**src/rtl/ctrl_fsm_v2_pkg.sv**
```systemverilog
// Shared types, encodings and elaboration helpers for the ctrl_fsm_v2 sequencer.
package ctrl_fsm_v2_pkg;

   localparam int unsigned STATE_W = 3;
   localparam int unsigned CAUSE_W = 3;

   // Sequencer states; encodings are visible on the state port.
   typedef enum logic [STATE_W-1:0] {
      S_FETCH      = 3'd0,
      S_DECODE     = 3'd1,
      S_EXECUTE    = 3'd2,
      S_WRITE_BACK = 3'd3,
      S_MEM_WAIT   = 3'd4,
      S_TRAP       = 3'd5,
      S_DIV_WAIT   = 3'd6,
      S_HALT       = 3'd7
   } state_e;

   // Trap cause codes latched on entry to TRAP.
   localparam logic [CAUSE_W-1:0] CAUSE_NONE        = 3'd0;
   localparam logic [CAUSE_W-1:0] CAUSE_ILLEGAL     = 3'd1;
   localparam logic [CAUSE_W-1:0] CAUSE_MEM_FAULT   = 3'd2;
   localparam logic [CAUSE_W-1:0] CAUSE_MEM_TIMEOUT = 3'd3;
   localparam logic [CAUSE_W-1:0] CAUSE_DIV_TIMEOUT = 3'd4;
   localparam logic [CAUSE_W-1:0] CAUSE_IRQ         = 3'd5;

   // Ceiling log2; clog2(0) = clog2(1) = 0.
   function automatic int unsigned clog2(input int unsigned v);
      int unsigned r;
      r = 0;
      for (int unsigned i = 0; i < 32; i++) begin
         if ((64'(1) << i) < 64'(v)) r = i + 1;
      end
      return r;
   endfunction

   function automatic int unsigned max2(input int unsigned a, input int unsigned b);
      return (a > b) ? a : b;
   endfunction

endpackage

```
**src/rtl/ctrl_fsm_v2_wait_timer.sv**
```systemverilog
// Wait-state cycle counter shared by DIV_WAIT and MEM_WAIT; flags the last allowed cycle.
module ctrl_fsm_v2_wait_timer #(
   parameter int unsigned WIDTH = 7
) (
   input  logic             clk,
   input  logic             reset_n,
   input  logic             clear,
   input  logic             enable,
   input  logic [WIDTH-1:0] limit,
   output logic             expired_c
);

   logic [WIDTH-1:0] cnt_q;
   logic [WIDTH-1:0] cnt_d;

   // Clear has priority; otherwise count while the wait continues.
   always_comb begin
      cnt_d = cnt_q;
      if (clear) begin
         cnt_d = '0;
      end else if (enable) begin
         cnt_d = cnt_q + WIDTH'(1);
      end
   end

   // Counter register.
   always_ff @(posedge clk or negedge reset_n) begin
      if (!reset_n) begin
         cnt_q <= '0;
      end else begin
         cnt_q <= cnt_d;
      end
   end

   // A zero limit disables expiry; otherwise the limit-th wait cycle is the last one.
   assign expired_c = (limit != '0) && (cnt_q == (limit - WIDTH'(1)));

endmodule

```
**src/rtl/ctrl_fsm_v2.sv**
```systemverilog
// Multi-cycle control sequencer: fetch/decode/execute/writeback with wait states, traps and halt.
module ctrl_fsm_v2
   import ctrl_fsm_v2_pkg::*;
#(
   parameter int unsigned MEM_TIMEOUT = 64,
   parameter int unsigned DIV_TIMEOUT = 40,
   parameter int unsigned CNT_W       = 32,
   parameter int unsigned IRQ_EN      = 1
) (
   input  logic               clk,
   input  logic               reset_n,
   input  logic               fetch_valid,
   input  logic               decoder_illegal,
   input  logic               is_div,
   input  logic               is_load_store,
   input  logic               div_busy,
   input  logic               mem_busy,
   input  logic               mem_fault,
   input  logic               irq_pending,
   input  logic               halt_req,
   output logic [STATE_W-1:0] state,
   output logic               pc_we,
   output logic               rf_we,
   output logic               trap_taken,
   output logic [CAUSE_W-1:0] trap_cause,
   output logic               halted,
   output logic [CNT_W-1:0]   instret
);

   localparam int unsigned TMR_W  = clog2(max2(MEM_TIMEOUT, DIV_TIMEOUT)) + 1;
   localparam logic        IRQ_ON = (IRQ_EN != 0);

   state_e             state_q, state_d;
   logic [CAUSE_W-1:0] cause_q, cause_d;
   logic [CNT_W-1:0]   instret_q, instret_d;
   logic               pc_we_q, pc_we_d;
   logic               rf_we_q, rf_we_d;
   logic               trap_taken_q, trap_taken_d;
   logic               halted_q, halted_d;

   logic               tmr_clear;
   logic               tmr_enable;
   logic [TMR_W-1:0]   tmr_limit;
   logic               tmr_expired_c;

   // One timer serves both wait states; the limit follows whichever wait is active.
   assign tmr_limit = (state_q == S_DIV_WAIT) ? TMR_W'(DIV_TIMEOUT) : TMR_W'(MEM_TIMEOUT);

   ctrl_fsm_v2_wait_timer #(
      .WIDTH (TMR_W)
   ) u_wait_timer (
      .clk       (clk),
      .reset_n   (reset_n),
      .clear     (tmr_clear),
      .enable    (tmr_enable),
      .limit     (tmr_limit),
      .expired_c (tmr_expired_c)
   );

   // Next-state, trap cause, retire count and timer control.
   always_comb begin
      state_d    = state_q;
      cause_d    = cause_q;
      instret_d  = instret_q;
      tmr_clear  = 1'b0;
      tmr_enable = 1'b0;

      unique case (state_q)
         S_FETCH: begin
            if (halt_req) begin
               state_d = S_HALT;
            end else if (IRQ_ON && irq_pending) begin
               state_d = S_TRAP;
               cause_d = CAUSE_IRQ;
            end else if (fetch_valid) begin
               state_d = S_DECODE;
            end
         end
         S_DECODE: begin
            if (decoder_illegal) begin
               state_d = S_TRAP;
               cause_d = CAUSE_ILLEGAL;
            end else begin
               state_d = S_EXECUTE;
            end
         end
         S_EXECUTE: begin
            if (is_div) begin
               state_d   = S_DIV_WAIT;
               tmr_clear = 1'b1;
            end else if (is_load_store) begin
               state_d   = S_MEM_WAIT;
               tmr_clear = 1'b1;
            end else begin
               state_d = S_WRITE_BACK;
            end
         end
         S_DIV_WAIT: begin
            if (!div_busy) begin
               state_d = S_WRITE_BACK;
            end else if (tmr_expired_c) begin
               state_d = S_TRAP;
               cause_d = CAUSE_DIV_TIMEOUT;
            end else begin
               tmr_enable = 1'b1;
            end
         end
         S_MEM_WAIT: begin
            if (mem_fault) begin
               state_d = S_TRAP;
               cause_d = CAUSE_MEM_FAULT;
            end else if (!mem_busy) begin
               state_d = S_WRITE_BACK;
            end else if (tmr_expired_c) begin
               state_d = S_TRAP;
               cause_d = CAUSE_MEM_TIMEOUT;
            end else begin
               tmr_enable = 1'b1;
            end
         end
         S_WRITE_BACK: begin
            instret_d = instret_q + CNT_W'(1);
            state_d   = S_FETCH;
         end
         S_TRAP: begin
            state_d = S_FETCH;
         end
         S_HALT: begin
            if (!halt_req) state_d = S_FETCH;
         end
      endcase
   end

   // Output flags are computed from the next state so they register in step with it.
   always_comb begin
      pc_we_d      = (state_d == S_WRITE_BACK) || (state_d == S_TRAP);
      rf_we_d      = (state_d == S_WRITE_BACK);
      trap_taken_d = (state_d == S_TRAP);
      halted_d     = (state_d == S_HALT);
   end

   // State and output registers.
   always_ff @(posedge clk or negedge reset_n) begin
      if (!reset_n) begin
         state_q      <= S_FETCH;
         cause_q      <= CAUSE_NONE;
         instret_q    <= '0;
         pc_we_q      <= 1'b0;
         rf_we_q      <= 1'b0;
         trap_taken_q <= 1'b0;
         halted_q     <= 1'b0;
      end else begin
         state_q      <= state_d;
         cause_q      <= cause_d;
         instret_q    <= instret_d;
         pc_we_q      <= pc_we_d;
         rf_we_q      <= rf_we_d;
         trap_taken_q <= trap_taken_d;
         halted_q     <= halted_d;
      end
   end

   assign state      = state_q;
   assign pc_we      = pc_we_q;
   assign rf_we      = rf_we_q;
   assign trap_taken = trap_taken_q;
   assign trap_cause = cause_q;
   assign halted     = halted_q;
   assign instret    = instret_q;

endmodule

```
**config.mk**
```make
export PLATFORM = sky130hd
export DESIGN_NAME = ctrl_fsm_v2
export DESIGN_NICKNAME = d
export VERILOG_FILES = /design/src/rtl/ctrl_fsm_v2_pkg.sv /design/src/rtl/ctrl_fsm_v2_wait_timer.sv /design/src/rtl/ctrl_fsm_v2.sv
export SDC_FILE = /design/constraint.sdc
export NUM_CORES = 1
export LEC_CHECK = 0
export ABC_AREA = 1
export ABC_CLOCK_PERIOD_IN_PS = 1900
export CELL_PAD_IN_SITES_DETAIL_PLACEMENT = 1
export CELL_PAD_IN_SITES_GLOBAL_PLACEMENT = 2
export CORE_UTILIZATION = 30
export CTS_CLUSTER_DIAMETER = 120
export DETAILED_ROUTE_END_ITERATION = 10
export GPL_ROUTABILITY_DRIVEN = 1
export PLACE_DENSITY_LB_ADDON = 0.25
export SYNTH_ARGS = -nofsm -noshare
export SYNTH_HDL_FRONTEND = slang
export SYNTH_SLANG_ARGS = --single-unit
```
**constraint.sdc**
```tcl
create_clock -name clk -period 1.9 [get_ports clk]
set_input_delay 0.38 -clock clk [delete_from_list [all_inputs] [get_ports clk]]
set_output_delay 0.38 -clock clk [all_outputs]
set_load 0.03 [all_outputs]
```
==> run_summary.xml <==
<?xml version="1.0" encoding="UTF-8"?>
<metrics>
  <group name="timing">
    <metric name="timing.fmax" unit="MHz">545.8</metric>
    <metric name="relSlewSlack" unit="">0.6522</metric>
    <metric name="finalMaxSlewViolations" unit="">0</metric>
    <metric name="timing.setup.tns" unit="ps">0</metric>
    <metric name="period_minus_slack" unit="ps">1832</metric>
    <metric name="setup-violations-final" unit="">0</metric>
    <metric name="final_critical_path_setup_slack" unit="ps">67.84</metric>
    <metric name="final.period_utilization" unit="">0.9643</metric>
    <metric name="skew" unit="ps">7.183</metric>
    <metric name="tightest_slew" unit="ps">517.8</metric>
    <metric name="final_hold_violation_count" unit="">0</metric>
  </group>
  <group name="cells_and_area">
    <metric name="post_route_cells_drive_above_1_share" unit="">0.1079</metric>
    <metric name="design.final.nets" unit="">494</metric>
    <metric name="mostFrequentLayoutCell" unit="">nand2_1</metric>
    <metric name="antenna-diode-count" unit="">0</metric>
    <metric name="post_layout_nonfiller_instances" unit="">615</metric>
    <metric name="filler_cell_count" unit="">1233</metric>
    <metric name="synthToLayoutAreaGrowth" unit="%">30.77</metric>
    <metric name="layout_common_cells" unit="">nand2_1, dfrtp_1, nor2_1</metric>
  </group>
  <group name="synthesis">
    <metric name="asyncSetResetFlopFracSynth" unit="">1.000</metric>
    <metric name="synth.mux.area_fraction" unit="">0</metric>
    <metric name="synth_fa_ha_area_frac" unit="">0.008396</metric>
    <metric name="synth.area.top_cells" unit="">dfrtp_1, nand2_1, nor2_1</metric>
    <metric name="synth-xor-area-share" unit="">0.05877</metric>
    <metric name="syn_area_per_cell" unit="sq um">7.305</metric>
    <metric name="syn-instance-count" unit="">408</metric>
    <metric name="ys_seq_area_frac" unit="">0.4114</metric>
    <metric name="synth_top_family_by_area" unit="">simple AND/OR/NAND/NOR gates</metric>
    <metric name="synth-edff-count" unit="">0</metric>
    <metric name="yosysWarnings" unit="">0</metric>
    <metric name="synth_ff_type" unit="">dfrtp_1</metric>
    <metric name="syn-num-nets" unit="">421</metric>
    <metric name="share_of_the_synthesized_area_in_compound_gates_ao_oa_aoi_oai" unit="">0.02897</metric>
    <metric name="synth_area_leader_cell" unit="">dfrtp_1</metric>
    <metric name="synth_cell_type_count" unit="">28</metric>
    <metric name="synth_largest_type_area_fraction" unit="">0.4114</metric>
    <metric name="synth-simple-area-share" unit="">0.4270</metric>
    <metric name="yosys_register_bits" unit="">49</metric>
    <metric name="synth.cell_area" unit="sq um">2980</metric>
  </group>
  <group name="place">
    <metric name="post_place_setup_slack" unit="ps">12.29</metric>
    <metric name="finalWeightedCongestion" unit="">0.7896</metric>
    <metric name="total_of_buffers_placed_on_input_and_output_ports" unit="">52</metric>
    <metric name="hpwl" unit="mm">6.891</metric>
    <metric name="dp.cells" unit="">605</metric>
  </group>
  <group name="detailed_routing">
    <metric name="drtPass1Iterations" unit="">4</metric>
    <metric name="drt_wl_total" unit="mm">8.558</metric>
    <metric name="drt-initial-drc-count" unit="">78</metric>
    <metric name="detail_route.drc_violations" unit="">0</metric>
    <metric name="drt-wirelength-per-cell" unit="um">13.92</metric>
    <metric name="postRouteAntennaNets" unit="">0</metric>
    <metric name="vias_per_cell" unit="">4.613</metric>
    <metric name="route.vias.total" unit="">2837</metric>
  </group>
  <group name="clocking">
    <metric name="clk_pin_slew_worst_paths" unit="ps">90</metric>
    <metric name="clock_path_buffers" unit="">2</metric>
    <metric name="clock_tree.htree_level_count" unit="">2</metric>
    <metric name="clock-sinks" unit="">49</metric>
    <metric name="tritoncts_clock_tree" unit="">built</metric>
    <metric name="insertion_delay_of_the_later_clocked_pin_in_the_worst_skew_pair" unit="ps">310</metric>
    <metric name="clk_root_buffer_cell" unit="">clkbuf_8</metric>
    <metric name="number_of_cts_inserted_buffers" unit="">5</metric>
  </group>
  <group name="floorplanning">
    <metric name="start_util" unit="">0.3078</metric>
    <metric name="placement_rows" unit="">36</metric>
    <metric name="fp.dieW" unit="um">101.7</metric>
    <metric name="design.portCount" unit="">53</metric>
    <metric name="floorplan.core_area" unit="sq um">9684</metric>
    <metric name="die_h" unit="um">101.7</metric>
    <metric name="area_enclosed_by_the_die_boundary" unit="sq um">10340</metric>
  </group>
  <group name="pwr">
    <metric name="power.leakage" unit="nW">1.947</metric>
    <metric name="power_density" unit="nW/um^2">989.0</metric>
    <metric name="irDropWorstVdd" unit="mV">0.6913</metric>
  </group>
  <group name="worst_setup_path">
    <metric name="crit_chain" unit="">clkdlybuf4s50_1</metric>
    <metric name="stage_delay_of_the_slowest_cell_on_the_critical_path" unit="ps">710</metric>
    <metric name="start_kind" unit="">flip-flop</metric>
    <metric name="critical_path_class" unit="">reg -&gt; out</metric>
    <metric name="crit_slowest_cell" unit="">clkdlybuf4s50_1</metric>
    <metric name="critPathCaptureType" unit="">output pin</metric>
    <metric name="worstPathArrival" unit="ps">1450</metric>
    <metric name="critical_path_peak_fanout" unit="">5</metric>
    <metric name="worst_path_dominant_cell_family" unit="">buffers and inverters</metric>
    <metric name="timing.critical_path.required" unit="ps">1520</metric>
    <metric name="cp_num_buf_inv" unit="">1</metric>
  </group>
  <group name="run">
    <metric name="maxCapViolCount" unit="">0</metric>
  </group>
  <group name="global_routing">
    <metric name="grt_start_max_net_pins" unit="">34</metric>
    <metric name="grt_pass1_wl" unit="mm">14.77</metric>
    <metric name="final_global_route_overflow_total" unit="">0</metric>
    <metric name="grtUsageTotal" unit="">0.1858</metric>
    <metric name="first_global_vias" unit="">2858</metric>
    <metric name="grt_antenna_before_repair" unit="">0</metric>
  </group>
  <group name="worst_hold_path">
    <metric name="min-delay-path-class" unit="">in -&gt; async</metric>
  </group>
  <group name="run_status">
    <metric name="outcome" unit="">complete, no violations</metric>
  </group>
</metrics>
-- layer usage --
| metal | global-route usage | up-vias | share of wire |
|---|---|---|---|
| met5 | 0 | - | 0 |
| met2 | 0.2853 | 42 | 0.44 |
| met3 | 0.02830 | 7 | 0.026 |
| met4 | 0.04013 | 0 | 0.0089 |
| li1 | - | 1426 | - |
| met1 | 0.2739 | 1362 | 0.52 |
-- kinds of logic (layout without fill, tap and decap cells) --
| kind of cell | after synthesis | after routing |
|---|---|---|
| AO/OA/AOI/OAI | 16 | 16 |
| XOR/XNOR | 20 | 20 |
| adder cells (fa/ha/maj) | 2 | 2 |
| buffers and inverters | 50 | 124 |
| flip-flops | 49 | 49 |
| AND/OR/NAND/NOR | 271 | 271 |
-- worst paths after layout --
check	from	endpoint	slack, ps	depth (start not counted)
setup / recovery	instret[28]$_DFFE_PN0N_	instret[28]	70	1
hold / removal	reset_n	instret[20]$_DFFE_PN0N_	10	1
setup reg to reg	instret[5]$_DFFE_PN0N_	instret[20]$_DFFE_PN0N_	220	6
hold reg to reg	trap_cause[1]$_DFFE_PN0P_	trap_cause[1]$_DFFE_PN0P_	500	2
max in group asynchronous	reset_n	state[1]$_DFF_PN0_	1340	2
min in group clk	trap_cause[1]$_DFFE_PN0P_	trap_cause[1]$_DFFE_PN0P_	500	2
-- metrics by stage --
| step | total power, W | utilization | cell area, sq um | hold slack [ps] |
|---|---|---|---|---|
| finish | 0.003855 | 0.4025 | 3897 | 14.53 |
| global route | 0.004164 | 0.4025 | 3897 | 45.01 |
| CTS | 0.003877 | 0.3987 | 3861 | 25.59 |
| detailed placement | 0.003209 | 0.3891 | 3769 | 369.6 |
| global placement | 0.003163 | 0.3891 | 3769 | 358.8 |
| floorplan | 0.002519 | - | 2980 | 84.41 |
-- registers in the layout, indices dropped and copies added, names as in the netlist --
register and cells:
state 3, trap_cause 3, halted 1, u_wait_timer.cnt_q 7, trap_taken 1, rf_we 1
instret 32, pc_we 1
-- final cells by class --
class	instances	area, sq um	share of cell area
clock buffers	6	82.58	0.02119
flip-flops and latches	49	1229	0.3152
repair buffers	69	663.1	0.1701
well taps	133	166.4	0.04270
multi-input cells	309	1567	0.4019
inverters	47	176.4	0.04526
clock inverters	2	13.76	0.003531
-- synth_stat cells (4+ instances only) --
| library cell | number |
|---|---|
| nand2_1 | 143 |
| dfrtp_1 | 49 |
| nor2_1 | 46 |
| inv_1 | 44 |
| nand3_1 | 29 |
| nor3_1 | 17 |
| xor2_1 | 17 |
| o21ai_0 | 11 |
| nand4_1 | 9 |
| nand3b_1 | 6 |
| nand2_2 | 5 |
| a21oi_1 | 4 |
| nor2_4 | 4 |
-- power breakdown --
group | total [W] | leakage, nW | internal (W) | switching (W)
registers | 0.00143 | 0.659 | 0.00124 | 0.000192
clock network | 0.000665 | 0.0512 | 0.000296 | 0.000369
logic | 0.00175 | 1.24 | 0.000631 | 0.00112
-- repair_timing --
action | 4_1_cts | 5_1_grt
setup endpoints to repair | 4 | 11
gates resized for setup | 5 | 8
hold buffers | 0 | 0
gates cloned | 0 | 0
buffers inserted | 0 | 2
Note: power is estimated with default switching activity, not from simulation.
